==> config.mk <==
export PLATFORM = sky130hd
export DESIGN_NAME = cube_root_seq
export DESIGN_NICKNAME = d
export VERILOG_FILES = /design/src/rtl/cbrt_pkg.sv /design/src/rtl/cube_u.sv /design/src/rtl/cube_root_seq.sv
export SDC_FILE = /design/constraint.sdc
export NUM_CORES = 1
export LEC_CHECK = 0
export CORE_MARGIN = 5
export CORE_UTILIZATION = 40
export CTS_BUF_LIST = sky130_fd_sc_hd__clkbuf_8
export CTS_CLUSTER_SIZE = 30
export DETAILED_ROUTE_END_ITERATION = 6
export PLACE_DENSITY = 0.62
export SETUP_SLACK_MARGIN = 0.02
export SYNTH_ARGS = -nofsm -noshare
export SYNTH_HDL_FRONTEND = slang
export SYNTH_HIERARCHICAL = 1
export SYNTH_SLANG_ARGS = --single-unit
==> constraint.sdc <==
create_clock -name clk -period 8.4 [get_ports clk]
set_clock_uncertainty 0.1 [all_clocks]
set_input_delay 1.26 -clock clk [delete_from_list [all_inputs] [get_ports clk]]
set_output_delay 1.26 -clock clk [all_outputs]
set_load 0.01 [all_outputs]
==> src/rtl/cbrt_pkg.sv <==
// Shared constants and state encoding for the sequential signed cube-root extractor.
package cbrt_pkg;

    localparam int XW = 12;            // signed operand width
    localparam int RW = 4;             // signed root width
    localparam int MW = 4;             // magnitude search width and iteration count

    localparam int ROOT_MAX = 7;
    localparam int ROOT_MIN = -8;

    typedef enum logic [1:0] {
        IDLE,
        ITER,
        DONE
    } state_t;

endpackage

==> src/rtl/cube_u.sv <==
// Combinational unsigned cube of an MW-bit magnitude; 15^3 = 3375 fits in XW bits.
module cube_u
    import cbrt_pkg::*;
(
    input  logic [MW-1:0] a,
    output logic [XW-1:0] y
);

    logic [XW-1:0] a_w;

    assign a_w = XW'(a);
    assign y   = a_w * a_w * a_w;

endmodule

==> src/rtl/cube_root_seq.sv <==
// Sequential signed cube root: restoring bit-serial search over |x|, one trial per clock.
// Optional remainder output enabled by defining CBRT_REMAINDER_EN.
module cube_root_seq
    import cbrt_pkg::*;
(
    input  logic                 clk,
    input  logic                 rst,
    input  logic                 start,
    input  logic        [XW-1:0] x,
    output logic                 busy,
    output logic                 done,
    output logic signed [RW-1:0] root,
    output logic                 ovf,
    output logic                 exact
`ifdef CBRT_REMAINDER_EN
    ,
    output logic signed [XW-1:0] rem
`endif
);

    localparam int            IW      = $clog2(MW);
    localparam logic [MW-1:0] POS_LIM = MW'(ROOT_MAX);
    localparam logic [MW-1:0] NEG_LIM = MW'(-ROOT_MIN);

    state_t        state, state_nxt;
    logic          sign;
    logic [XW-1:0] mag;
    logic [MW-1:0] r;
    logic [XW-1:0] r_cube;       // cube of r, kept so the final checks need no second multiplier
    logic [IW-1:0] idx;

    logic [MW-1:0] t;
    logic [XW-1:0] t_cube;
    logic          accept;
    logic [MW-1:0] r_fin;
    logic [XW-1:0] cube_fin;

    logic signed [RW-1:0] root_fin;
    logic                 ovf_fin;
    logic                 exact_fin;

    assign t        = r | (MW'(1) << idx);
    assign accept   = (t_cube <= mag);
    assign r_fin    = accept ? t : r;
    assign cube_fin = accept ? t_cube : r_cube;

    cube_u u_cube (
        .a (t),
        .y (t_cube)
    );

    // NOTE: every signal driven from always_comb gets a default first, so no path can infer a latch.
    always_comb begin
        root_fin = '0;
        ovf_fin  = 1'b0;
        if (!sign) begin
            if (r_fin > POS_LIM) begin
                root_fin = RW'(ROOT_MAX);
                ovf_fin  = 1'b1;
            end else begin
                root_fin = RW'(r_fin);
            end
        end else begin
            if (r_fin > NEG_LIM) begin
                root_fin = RW'(ROOT_MIN);
                ovf_fin  = 1'b1;
            end else begin
                root_fin = RW'(-r_fin);
            end
        end
        exact_fin = !ovf_fin && (cube_fin == mag);
    end

`ifdef CBRT_REMAINDER_EN
    logic [XW-1:0] x_val;
    logic [XW-1:0] root_cube;
    logic [XW-1:0] rem_fin;

    // Saturated roots have fixed cubes; otherwise reuse the tracked magnitude cube.
    always_comb begin
        x_val = sign ? (~mag + 1'b1) : mag;
        if (ovf_fin)
            root_cube = sign ? XW'(ROOT_MIN * ROOT_MIN * ROOT_MIN) : XW'(ROOT_MAX * ROOT_MAX * ROOT_MAX);
        else
            root_cube = sign ? (~cube_fin + 1'b1) : cube_fin;
        rem_fin = x_val - root_cube;
    end
`endif

    // NOTE: sequential state is written with non-blocking assignments only, so all registers update together.
    always_ff @(posedge clk) begin
        if (rst)
            state <= IDLE;
        else
            state <= state_nxt;
    end

    always_comb begin
        state_nxt = state;
        case (state)
            IDLE:    if (start) state_nxt = ITER;
            ITER:    if (idx == '0) state_nxt = DONE;
            DONE:    state_nxt = IDLE;
            default: state_nxt = IDLE;
        endcase
    end

    always_comb begin
        busy = (state != IDLE);
        done = (state == DONE);
    end

    always_ff @(posedge clk) begin
        if (rst) begin
            sign   <= 1'b0;
            mag    <= '0;
            r      <= '0;
            r_cube <= '0;
            idx    <= '0;
            root   <= '0;
            ovf    <= 1'b0;
            exact  <= 1'b0;
`ifdef CBRT_REMAINDER_EN
            rem    <= '0;
`endif
        end else begin
            case (state)
                IDLE: begin
                    if (start) begin
                        sign   <= x[XW-1];
                        mag    <= x[XW-1] ? (~x + 1'b1) : x;
                        r      <= '0;
                        r_cube <= '0;
                        idx    <= IW'(MW - 1);
                    end
                end
                ITER: begin
                    r      <= r_fin;
                    r_cube <= cube_fin;
                    idx    <= idx - 1'b1;
                    if (idx == '0) begin
                        root  <= root_fin;
                        ovf   <= ovf_fin;
                        exact <= exact_fin;
`ifdef CBRT_REMAINDER_EN
                        rem   <= rem_fin;
`endif
                    end
                end
                default: ;
            endcase
        end
    end

endmodule

==> impl.org <==
** Run status
- The run finished with clean final reports.

** Route
- Routed length per placed instance :: between 10 and 15 um
- Detailed routing inserted a total of 3,046 vias.
- Detailed-route DRC error count :: 0
- Wires add up to 8194 um.
- Before antenna repair, the detailed router went through 5 iterations.
- Using the TritonRoute via totals, the vias-per-cell ratio works out to 5.410.
- DRC marker count from the first detailed-route iteration :: between 200 and 300
- Post-route antenna net violation count :: 0

** Timing
- Of the available clock period, the critical path in the final layout requires 0.8440.
- Setup violations remaining at the end of the flow were counted as 0.
- The count of final max-slew check failures was 0.
- Min Clock Period, post-route :: a little over 7 ns
- Headroom to the max-slew limit came out at 0.3117.
- For the final routed database, the setup TNS stands at 0 ns.
- Slew at the pin with the worst max-slew slack :: between 1 and 1.5 ns
- Setup repair after global routing missed its margin :: false
- The number of hold violations in the final report came to 0.
- The tightest hold path in the finished design has a slack of 0.3703 ns.
- Based on the critical path, the design can be clocked at up to 141.1 MHz.

** Global route
- Wire length of the first global-routing pass :: ~14,000 um
- Vias in the first global route :: 2,917
- Antenna violations before repair :: 0
- Gr usage total :: 0.1514
- Summed over all layers, the global routing overflow is 0.
- Entering global routing, the biggest net connects 35 pins.

** Placement
- Input and output buffers added on the ports amount to 22.
- At the end of routability-driven placement, the weighted congestion stood at 0.8997.
- DP Wirelength :: ~6400 um

** Clocking
- The clock passes through at most 2 buffers.
- Post-CTS Setup Inserts :: 0
- After clock tree synthesis, the repair step resized 0 gates.
- TritonCTS built the clock tree.
- CTS clk-pin slew, worst paths :: 0.09 ns
- Sinks on Clock Net :: 39
- # H-tree levels :: 2
- At the later pin of the worst-skew pair, clock insertion delay measures 0.30 ns.
- Hold-fix buffer count after cts :: 0
- Counting the buffers created by CTS gives 5.
- In this run the clock root is driven by a sky130_fd_sc_hd__clkbuf_8.

** Logic synthesis
- The share of the Yosys chip area taken by registers is 0.2189.
- Among all flip-flop cells after synthesis, the most frequent one is sky130_fd_sc_hd__dfxtp_1.
- Netlist Area Pre-Place :: roughly 3600 um^2
- After synthesis, the largest family of logic cells by area is simple AND/OR/NAND/NOR gates.
- Mean instance size in the synthesized netlist :: between 8 and 9 um^2
- Multiplexer share of the synthesized area :: 0.01158
- Cell with the most instances after synthesis :: sky130_fd_sc_hd__a21oi_1
- After synthesis, the netlist uses 62 different library cells.
- Yosys top cell area share :: 0.2189
- #FFs+latches synth :: 39
- Synthesis produced between 400 and 500 cells.
- After synthesis, the share of flip-flops with an asynchronous set or reset is 0.
- Count of flip-flops with a built-in enable after synthesis :: 0
- Top cells by area in the synthesized netlist :: sky130_fd_sc_hd__dfxtp_1 22%, sky130_fd_sc_hd__ha_1 13%, sky130_fd_sc_hd__a21oi_1 5.6%
- Of the total synthesized cell area, the portion taken by AND, OR, NAND and NOR gates is 0.2204.
- Sorting the synthesized cells by how often they occur yields 40 x sky130_fd_sc_hd__a21oi_1, 39 x sky130_fd_sc_hd__dfxtp_1, 37 x sky130_fd_sc_hd__nand2_1, 36 x sky130_fd_sc_hd__ha_1, 34 x sky130_fd_sc_hd__inv_1.
- The share of the synthesized area in compound gates (AO/OA/AOI/OAI) is 0.2074.
- Of the total synthesized cell area, the portion taken by XOR and XNOR cells is 0.09825.
- Of the total synthesized cell area, the portion taken by full adders, half adders and majority gates is 0.1825.
- Number of warnings issued by yosys :: 6
- The largest total area in the synthesized netlist belongs to sky130_fd_sc_hd__dfxtp_1.

** Power and ir drop
- For this design the static power due to leakage is 1.762 nW.
- The worst-case IR drop observed on VDD is 0.08692 mV.
- Power density over cell area :: between 150 and 200 nW/um^2
- Power consumption :: 0.7667 mW

** Final layout
- Relative to the synthesized area, the layout overhead comes to 11.26%.
- The final layout contains 515 nets.
- Diode count :: 0
- Fraction of layout instances using a drive strength above 1 :: 0.05714
- Counting the fill cells in the layout gives 863.

** Setup path
- Max FO, Critical Path :: 15
- STA puts the critical path data arrival time at 7.21 ns.
- Setup slack of the most critical reg-to-reg path :: roughly 1.3 ns
- The critical path in this run is classified as reg2reg.
- At the worst endpoint, the required time is approximately 8.5 ns.
- Category of the worst setup path launch point :: register
- Capturing element type of the critical path :: register

** Floorplanning
- The die is 104.4 um wide.
- Number of rows created at floorplan :: 34
- Number of I/O pins :: 23
- Core box area :: 8721 um^2
- Measured along the y axis, the die boundary spans ~100 um.
- Die area :: around 11,000 um^2
- For this configuration, the core starts out at a cell density of 0.4089.

** Worst hold path
- Hold Crit Class :: reg2reg

** Run
- Across the run, the number of max-cap violations was 0.
## metal layers
metal,global-route usage,vias to the layer above,part of all wire
li1,-,1551,-
met1,0.2162,1405,0.49
met2,0.2348,81,0.46
met3,0.02173,9,0.039
met4,0.04625,0,0.014
met5,0,-,0
## where the power goes
group | switching, mW | internal, mW
registers | 0.0165 | 0.200
clock network | 0.0716 | 0.0977
logic | 0.231 | 0.150
## cell usage in the layout, fill, tap and decap left out, types with 16 or more instances in the layout
master and instances:
sky130_fd_sc_hd__a21oi_1 40, sky130_fd_sc_hd__dfxtp_1 39, sky130_fd_sc_hd__nand2_1 37, sky130_fd_sc_hd__ha_1 36
sky130_fd_sc_hd__inv_1 34, sky130_fd_sc_hd__nor2_1 33, sky130_fd_sc_hd__xor2_1 22, sky130_fd_sc_hd__clkdlybuf4s50_1 22
sky130_fd_sc_hd__and2_1 18, sky130_fd_sc_hd__xnor2_1 18, sky130_fd_sc_hd__nand3_1 16
## cells by family after synthesis
group / count (synthesis)
adder cells (fa/ha/maj): 46
flip-flops: 39
AND/OR/NAND/NOR: 154
buffers and inverters: 53
multiplexers: 4
AO/OA/AOI/OAI: 105
XOR/XNOR: 40
other: 1
## area by class of cell
cell class	count	area, um^2	share of cell area
clock buffers	6	82.58	0.02081
clock inverters	2	38.79	0.009776
inverters	34	127.6	0.03217
multi-input cells	351	2575	0.6490
flip-flops and latches	39	780.7	0.1968
well taps	108	135.1	0.03406
repair buffers	23	227.7	0.05739
## sequential cells by signal, indices dropped and copies added, names as in the netlist
register and flops:
exact 1, root 4, r 4, sign 1, mag 12, r_cube 12, state 2, idx 2
ovf 1
## critical path, cell delays in order, from the launching register on
cell and delay [ns]:
sky130_fd_sc_hd__dfxtp_1 0.37, sky130_fd_sc_hd__inv_1 0.10, sky130_fd_sc_hd__ha_1 0.32, sky130_fd_sc_hd__or2_2 0.46, sky130_fd_sc_hd__and2_1 0.24, sky130_fd_sc_hd__nor2b_1 0.16
sky130_fd_sc_hd__fa_1 0.41, sky130_fd_sc_hd__a21o_1 0.21, sky130_fd_sc_hd__a21oi_2 0.21, sky130_fd_sc_hd__xnor2_1 0.11, sky130_fd_sc_hd__and2_1 0.17, sky130_fd_sc_hd__fa_1 0.48
sky130_fd_sc_hd__inv_1 0.06, sky130_fd_sc_hd__fa_1 0.53, sky130_fd_sc_hd__inv_1 0.04, sky130_fd_sc_hd__ha_1 0.36, sky130_fd_sc_hd__a21o_1 0.21, sky130_fd_sc_hd__a21oi_1 0.16
sky130_fd_sc_hd__nand2_1 0.10, sky130_fd_sc_hd__a311o_1 0.38, sky130_fd_sc_hd__ha_1 0.34, sky130_fd_sc_hd__and4_4 0.31, sky130_fd_sc_hd__nand2_4 0.07, sky130_fd_sc_hd__o221a_4 0.35
sky130_fd_sc_hd__o31ai_4 0.29, sky130_fd_sc_hd__a41oi_1 0.22, sky130_fd_sc_hd__o31ai_1 0.27
## worst paths after layout
kind | startpoint | end | cells past startpoint
min reg2reg | root[3]$_SDFFE_PP0P_ | root[3]$_SDFFE_PP0P_ | 1
min | root[3]$_SDFFE_PP0P_ | root[3]$_SDFFE_PP0P_ | 1
max reg2reg | idx[0]$_SDFFE_PP0P_ | exact$_SDFFE_PP0P_ | 26
max | idx[0]$_SDFFE_PP0P_ | exact$_SDFFE_PP0P_ | 26
## stage by stage
step | area [um^2] | util | cells | setup slack (ns)
after detailed placement | 3846 | 0.4410 | 555 | 1.364
final | 3968 | 0.4550 | 563 | 1.310
after floorplan | 3570 | - | 443 | 1.827
after global placement | 3846 | 0.4410 | 555 | 1.523
after CTS | 3968 | 0.4550 | 563 | 1.332
after global routing | 3968 | 0.4550 | 563 | 0.8689
Note: power is estimated with default switching activity, not from simulation.
